## config.mk

```make
export PLATFORM = sky130hd
export DESIGN_NAME = life_stencil_engine
export DESIGN_NICKNAME = d
export VERILOG_FILES = /design/src/rtl/life_pkg.sv /design/src/rtl/life_stencil_engine_rule.sv /design/src/rtl/life_stencil_engine.sv
export SDC_FILE = /design/constraint.sdc
export NUM_CORES = 2
export LEC_CHECK = 0
export ABC_AREA = 1
export CORE_MARGIN = 10
export CORE_UTILIZATION = 56
export DETAILED_ROUTE_END_ITERATION = 8
export PLACE_DENSITY_LB_ADDON = 0.2
export SKIP_LAST_GASP = 1
export SLEW_MARGIN = 20
export SYNTH_ARGS = -nofsm -noshare
export SYNTH_HDL_FRONTEND = slang
export SYNTH_SLANG_ARGS = --single-unit
```

## constraint.sdc

```tcl
create_clock -name clk -period 63.8 [get_ports clk]
set_input_delay 12.76 -clock clk [delete_from_list [all_inputs] [get_ports clk]]
set_output_delay 12.76 -clock clk [all_outputs]
set_load 0.005 [all_outputs]
```

## src/rtl/life_pkg.sv

```systemverilog
// Shared types and sizing helpers for the Game-of-Life stencil engine.
//   state_e      : generation controller states
//   COUNT_W      : width of the neighbour count (0..8)
//   total_cells  : cells per frame (rows * columns)
//   sr_len       : line-buffer length for a 3x3 stencil over rows of n cells
package life_pkg;

    typedef enum logic [1:0] {
        IDLE  = 2'd0,
        RUN   = 2'd1,
        FLUSH = 2'd2,
        DONE  = 2'd3
    } state_e;

    localparam int unsigned COUNT_W = 4;

    function automatic int unsigned total_cells(input int unsigned n, input int unsigned m);
        return n * m;
    endfunction

    // Two full rows plus three cells spans the whole 3x3 window.
    function automatic int unsigned sr_len(input int unsigned n);
        return (2 * n) + 3;
    endfunction

endpackage

```

## src/rtl/life_stencil_engine_rule.sv

```systemverilog
// Combinational Game-of-Life rule on a 3x3 window.
//   i_win       : window, bit index = row*3 + col (row 0 = above, col 0 = left)
//   i_col_first : centre sits in column 0, left column is outside the grid
//   i_col_last  : centre sits in the last column, right column is outside the grid
//   o_live_c    : next-generation state of the centre cell
module life_rule
    import life_pkg::*;
(
    input  logic [8:0] i_win,
    input  logic       i_col_first,
    input  logic       i_col_last,
    output logic       o_live_c
);

    logic [8:0]         w_win;
    logic [COUNT_W-1:0] w_cnt;

    // Mask the taps that wrapped around from the neighbouring row, then count.
    always_comb begin
        w_win = i_win;
        if (i_col_first) begin
            w_win[0] = 1'b0;
            w_win[3] = 1'b0;
            w_win[6] = 1'b0;
        end
        if (i_col_last) begin
            w_win[2] = 1'b0;
            w_win[5] = 1'b0;
            w_win[8] = 1'b0;
        end
        w_cnt = '0;
        for (int i = 0; i < 9; i++) begin
            if (i != 4) begin
                w_cnt = w_cnt + COUNT_W'(w_win[i]);
            end
        end
    end

    assign o_live_c = (w_cnt == COUNT_W'(3)) | (w_win[4] & (w_cnt == COUNT_W'(2)));

endmodule

```

## src/rtl/life_stencil_engine.sv

```systemverilog
// One Game-of-Life generation: streams the source frame in raster order once,
// keeps two rows plus three cells in a line buffer, and writes every next-gen
// cell to the destination frame in raster order.
//   clk, rst        : clock, asynchronous active-high reset
//   start           : one-cycle pulse, accepted only when idle
//   busy, done      : generation in progress / one-cycle completion pulse
//   rd_en, rd_addr  : source read request (data returns one cycle later)
//   rd_data         : source cell
//   wr_en, wr_addr,
//   wr_data         : destination write stream
module life_stencil_engine
    import life_pkg::*;
#(
    parameter int unsigned P_PARAM_M = 600,
    parameter int unsigned P_PARAM_N = 800,
    parameter int unsigned AW        = 24
) (
    input  logic          clk,
    input  logic          rst,
    input  logic          start,
    output logic          busy,
    output logic          done,
    output logic          rd_en,
    output logic [AW-1:0] rd_addr,
    input  logic          rd_data,
    output logic          wr_en,
    output logic [AW-1:0] wr_addr,
    output logic          wr_data
);

    localparam int unsigned L_CELLS = total_cells(P_PARAM_N, P_PARAM_M);
    localparam int unsigned L_SR    = sr_len(P_PARAM_N);
    localparam int unsigned CW      = $clog2(P_PARAM_N + 2);
    localparam int unsigned L_N     = P_PARAM_N;

    state_e          r_state;
    state_e          w_next_state;
    logic            w_inject;
    logic            w_start;

    logic            r_busy;
    logic            r_done;
    logic            r_rd_en;
    logic [AW-1:0]   r_rd_addr;
    logic [CW-1:0]   r_flush_cnt;

    logic            r_smp_vld;
    logic            r_smp_zero;
    logic            w_sample;
    logic [L_SR-1:0] r_sr;
    logic [CW-1:0]   r_smp_cnt;

    logic            r_cen_vld;
    logic [AW-1:0]   r_cen_idx;
    logic [CW-1:0]   r_cen_col;
    logic [8:0]      w_win;
    logic            w_live;

    logic            r_wr_en;
    logic [AW-1:0]   r_wr_addr;
    logic            r_wr_data;

    assign w_start = (r_state == IDLE) & start;

    // State register.
    always_ff @(posedge clk or posedge rst) begin
        if (rst) begin
            r_state <= IDLE;
        end else begin
            r_state <= w_next_state;
        end
    end

    // Next state; FLUSH also decides whether a zero sample is injected this cycle.
    always_comb begin
        w_next_state = r_state;
        w_inject     = 1'b0;
        case (r_state)
            IDLE: begin
                if (start) begin
                    w_next_state = RUN;
                end
            end
            RUN: begin
                if (r_rd_addr == AW'(L_CELLS - 1)) begin
                    w_next_state = FLUSH;
                end
            end
            FLUSH: begin
                w_inject = (r_flush_cnt != CW'(L_N + 1));
                if (r_wr_en && (r_wr_addr == AW'(L_CELLS - 1))) begin
                    w_next_state = DONE;
                end
            end
            DONE: begin
                w_next_state = IDLE;
            end
            default: begin
                w_next_state = IDLE;
            end
        endcase
    end

    // Read issue, status flags and the sample-valid pipeline stage.
    always_ff @(posedge clk or posedge rst) begin
        if (rst) begin
            r_busy      <= 1'b0;
            r_done      <= 1'b0;
            r_rd_en     <= 1'b0;
            r_rd_addr   <= '0;
            r_flush_cnt <= '0;
            r_smp_vld   <= 1'b0;
            r_smp_zero  <= 1'b0;
        end else begin
            r_busy <= (w_next_state != IDLE);
            r_done <= (w_next_state == DONE);
            if (w_start) begin
                r_rd_en     <= 1'b1;
                r_rd_addr   <= '0;
                r_flush_cnt <= '0;
            end else if (r_state == RUN) begin
                if (w_next_state == FLUSH) begin
                    r_rd_en <= 1'b0;
                end else begin
                    r_rd_addr <= r_rd_addr + AW'(1);
                end
            end
            if (w_inject) begin
                r_flush_cnt <= r_flush_cnt + CW'(1);
            end
            // Valid tracks rd_en by one cycle, matching the RAM read latency.
            r_smp_vld  <= r_rd_en | w_inject;
            r_smp_zero <= w_inject;
        end
    end

    assign w_sample = r_smp_zero ? 1'b0 : rd_data;

    // Window taps: SR[0] is below-right of the centre, SR[2N+2] above-left.
    assign w_win = {r_sr[0],       r_sr[1],       r_sr[2],
                    r_sr[L_N],     r_sr[L_N+1],   r_sr[L_N+2],
                    r_sr[2*L_N],   r_sr[2*L_N+1], r_sr[2*L_N+2]};

    life_rule u_rule (
        .i_win       (w_win),
        .i_col_first (r_cen_col == CW'(0)),
        .i_col_last  (r_cen_col == CW'(L_N - 1)),
        .o_live_c    (w_live)
    );

    // Line buffer, centre tracking and registered write stream.
    always_ff @(posedge clk or posedge rst) begin
        if (rst) begin
            r_sr      <= '0;
            r_smp_cnt <= '0;
            r_cen_vld <= 1'b0;
            r_cen_idx <= '0;
            r_cen_col <= '0;
            r_wr_en   <= 1'b0;
            r_wr_addr <= '0;
            r_wr_data <= 1'b0;
        end else begin
            if (w_start) begin
                r_sr      <= '0;
                r_smp_cnt <= '0;
                r_cen_vld <= 1'b0;
                r_cen_idx <= '0;
                r_cen_col <= '0;
            end else begin
                if (r_smp_vld) begin
                    r_sr <= {r_sr[L_SR-2:0], w_sample};
                    // Saturates once the first centre cell has reached SR[N+1].
                    if (r_smp_cnt != CW'(L_N + 1)) begin
                        r_smp_cnt <= r_smp_cnt + CW'(1);
                    end
                end
                r_cen_vld <= r_smp_vld && (r_smp_cnt == CW'(L_N + 1));
                if (r_cen_vld) begin
                    r_cen_idx <= r_cen_idx + AW'(1);
                    r_cen_col <= (r_cen_col == CW'(L_N - 1)) ? '0 : r_cen_col + CW'(1);
                end
            end
            r_wr_en <= r_cen_vld;
            if (r_cen_vld) begin
                r_wr_addr <= r_cen_idx;
                r_wr_data <= w_live;
            end
        end
    end

    assign busy    = r_busy;
    assign done    = r_done;
    assign rd_en   = r_rd_en;
    assign rd_addr = r_rd_addr;
    assign wr_en   = r_wr_en;
    assign wr_addr = r_wr_addr;
    assign wr_data = r_wr_data;

endmodule

```

==> flow_summary.yaml <==
setup_path:
  end_kind: "register"
  worstSetupPathType: "input pin to register"
  cp-start-kind: "input pin"
  cp_max_fo: 183
  cp_data_required_time_ps: 64380
  worstPathArrival_ps: 19410
route:
  vias: 40500
  drtAntennaViolNets: 0
  drt_iter0_markers: 3446
  drtPass1Iterations: 6
  drc: 0
  routedWlPerCell_um: 13.6
  finalWirelength_mm: 104
  vias_per_cell: 5.30
placed_design:
  numPortBuffers: 56
  dp_hpwl_mm: 56.1
  dp.cells: 7324
  place_ws_ps: 44170
  place_area_sq_um: 66100
  place.gp.congestion: 0.829
floorplanning:
  chipHeight_um: 361
  row_count: 124
  die_w_um: 361
  dieArea_sq_um: 130000
  start_util: 0.567
  core-area_sq_um: 115000
  pin_count: 57
synth:
  postSynthAreaPerCell_sq_um: 10.7
  synth_cell_types: 37
  syn_inst: 6093
  mappedNetlistNets: 6112
  syn_area_sq_um: 65100
  ys_seq_elements: 1715
  yosysWarnings: 0
  ys_seq_area_frac: 0.660
layout:
  diodes: 0
  fillerInstances: 9081
  design_area_sq_um: 71800
  mostFrequentLayoutCells: "dfrtp_1, inv_1, o22ai_1"
  final_common_cell: "dfrtp_1"
  layout.nets: 6000
  fin_cells: 7628
  ff_latch_area_sq_um: 42900
  drive_above_1_share: 0.0540
  multiInputGateArea_sq_um: 13900
  syn2layout_area_growth_pct: 10.3
power:
  vdd_ir_drop_max_mv: 0.0305
  leakage_nw: 40.3
  power.density_nw_per_um2: 29.3
timing:
  layout_worst_path_cycle_share: 0.295
  worst_slack_ps: 44970
  holdWs_ps: 453
  relSlewSlack: 0.133
  setup_viol: 0
  rsz0062_at_grt: "no"
  tns_ps: 0
  worst_pin_slew_ps: 1300
  fmax_mhz: 53.1
  period_minus_slack_ps: 18830
  slew_violations: 0
  fin_worst_skew_ps: 40.4
  final_hold_viol_count: 0
clocking:
  clk_latency_ps: 770
  htreeDepth: 4
  cts.hold.buffers_added: 0
  clock_sinks: 1715
  post_cts_buffers: 0
  ctsResizeCount: 0
  cts_buffers: 167
  clock_path_buffers: 3
  cts_tree: "done"
  root_buffer: "clkbuf_16"
  path_clk_slew_ps: 60
global_route:
  grt-ovfl-total: 0
  first_global_vias: 40400
  antenna_found_initial: 0
  grt_max_degree: 259
  grt_pass1_wl_mm: 185
  track_usage: 0.160
job:
  drv_cap: 0
worst_hold_path:
  hold_path.class: "register to register"
status:
  status: "completed"
==> worst max-delay path, stage by stage <==
cell and delay (ps):
clkdlybuf4s50_1 480, nand3_2 70, buf_4 350, inv_2 610, nor2_4 20, buf_4 350, inv_8 700, buf_4 850
buf_4 930, buf_4 900, buf_4 920, o22ai_1 200
==> Yosys cell counts <==
| cell | instances | share of area |
|---|---|---|
| dfrtp_1 | 1715 | 0.66 |
| buf_1 | 15 | 0.00087 |
| fa_1 | 4 | 0.0012 |
| a31o_2 | 2 | 0.00027 |
| nor2_2 | 1 | 0.000096 |
| a211oi_1 | 2 | 0.00023 |
| nor3b_1 | 2 | 0.00023 |
| a31oi_1 | 5 | 0.00048 |
| nand2_1 | 290 | 0.017 |
| or2_2 | 3 | 0.00029 |
| nor4_1 | 4 | 0.00038 |
| xnor2_1 | 3 | 0.00040 |
| o31ai_1 | 2 | 0.00023 |
| nand2_2 | 1 | 0.000096 |
| buf_2 | 289 | 0.022 |
| a22oi_1 | 501 | 0.058 |
| nor2_4 | 2 | 0.00035 |
| nand4_1 | 22 | 0.0021 |
| o22ai_1 | 1100 | 0.11 |
| nor2_1 | 134 | 0.0077 |
| a21oi_1 | 23 | 0.0018 |
| and2_1 | 2 | 0.00019 |
| clkbuf_1 | 68 | 0.0039 |
| o21ai_0 | 63 | 0.0048 |
| clkbuf_2 | 1 | 0.000077 |
| inv_1 | 1698 | 0.098 |
| nand2_4 | 1 | 0.00017 |
| nor3_1 | 22 | 0.0017 |
| nand3_2 | 3 | 0.00046 |
| o211ai_1 | 2 | 0.00023 |
| xor2_1 | 14 | 0.0019 |
| ha_1 | 11 | 0.0021 |
| o32ai_1 | 1 | 0.00013 |
| buf_6 | 7 | 0.0012 |
| buf_4 | 1 | 0.00012 |
| inv_2 | 6 | 0.00035 |
| nand3_1 | 73 | 0.0056 |
==> flip-flops by register name, summed over array words and instances (netlist names) <==
| register | count |
|---|---|
| r_flush_cnt | 10 |
| r_smp_cnt | 10 |
| busy | 1 |
| r_state | 2 |
| r_cen_col | 10 |
| rd_en | 1 |
| r_smp_vld | 1 |
| wr_data | 1 |
| r_cen_vld | 1 |
| r_cen_idx | 24 |
| done | 1 |
| r_sr | 1603 |
| wr_addr | 24 |
| rd_addr | 24 |
| r_smp_zero | 1 |
| wr_en | 1 |
==> per-stage QoR <==
stage          power [mW]   util
2_1_floorplan        1.13      -
3_3_place_gp         1.13  0.576
3_5_place_dp         1.14  0.576
4_1_cts              2.13  0.625
5_1_grt              2.18  0.625
6_report             2.10  0.625
==> cell type report <==
class                   instances  share of cell area
flip-flops and latches       1715               0.598
inverters                    1704              0.0894
multi-input cells            2293               0.194
clock inverters                53             0.00954
repair buffers                100              0.0138
clock buffers                 251              0.0693
well taps                    1512              0.0264
==> kinds of logic (layout without fill, tap and decap cells) <==
group | Yosys count | count (layout) | share of synthesized area
buffers and inverters | 2085 | 2108 | 0.127
flip-flops | 1715 | 1715 | 0.660
AND/OR/NAND/NOR | 560 | 560 | 0.0362
AO/OA/AOI/OAI | 1701 | 1701 | 0.172
XOR/XNOR | 17 | 17 | 0.00229
adder cells (fa/ha/maj) | 15 | 15 | 0.00335
==> where the power goes <==
group / leakage, nW / internal [mW] / total, mW / switching (mW)
sequential: 18.2 / 1.09 / 1.09 / 0.000415
clock: 2.79 / 0.585 / 0.989 / 0.403
combinational: 19.3 / 0.00231 / 0.0239 / 0.0215
total: 40.3 / 1.68 / 2.10 / 0.425
==> metal layers <==
| layer | up-vias | share of wire | track usage | routed length [um] |
|---|---|---|---|---|
| li1 | 19800 | - | - | - |
| met1 | 20100 | 0.48 | 0.218 | 50100 |
| met2 | 434 | 0.47 | 0.265 | 48700 |
| met3 | 162 | 0.031 | 0.0285 | 3230 |
| met4 | 0 | 0.020 | 0.0455 | 2040 |
| met5 | - | 0 | 0 | 0 |
==> path summary, 6_finish.rpt <==
kind / startpoint / endpoint / slack (ps) / cells past startpoint
worst min register to register: r_smp_zero$_DFF_PP0_ / r_sr[0]$_DFFE_PP0P_ / 450 / 1
min in group asynchronous: rst / r_sr[716]$_DFFE_PP0P_ / 12610 / 2
worst min-delay path: r_smp_zero$_DFF_PP0_ / r_sr[0]$_DFFE_PP0P_ / 450 / 1
worst max-delay path: start / r_sr[1470]$_DFFE_PP0P_ / 44970 / 12
worst max register to register: r_state[1]$_DFF_PP0_ / r_sr[1470]$_DFFE_PP0P_ / 56900 / 12
max in group asynchronous: rst / r_sr[1413]$_DFFE_PP0P_ / 47640 / 6
No activity file was read; power rests on OpenSTA's default activity.
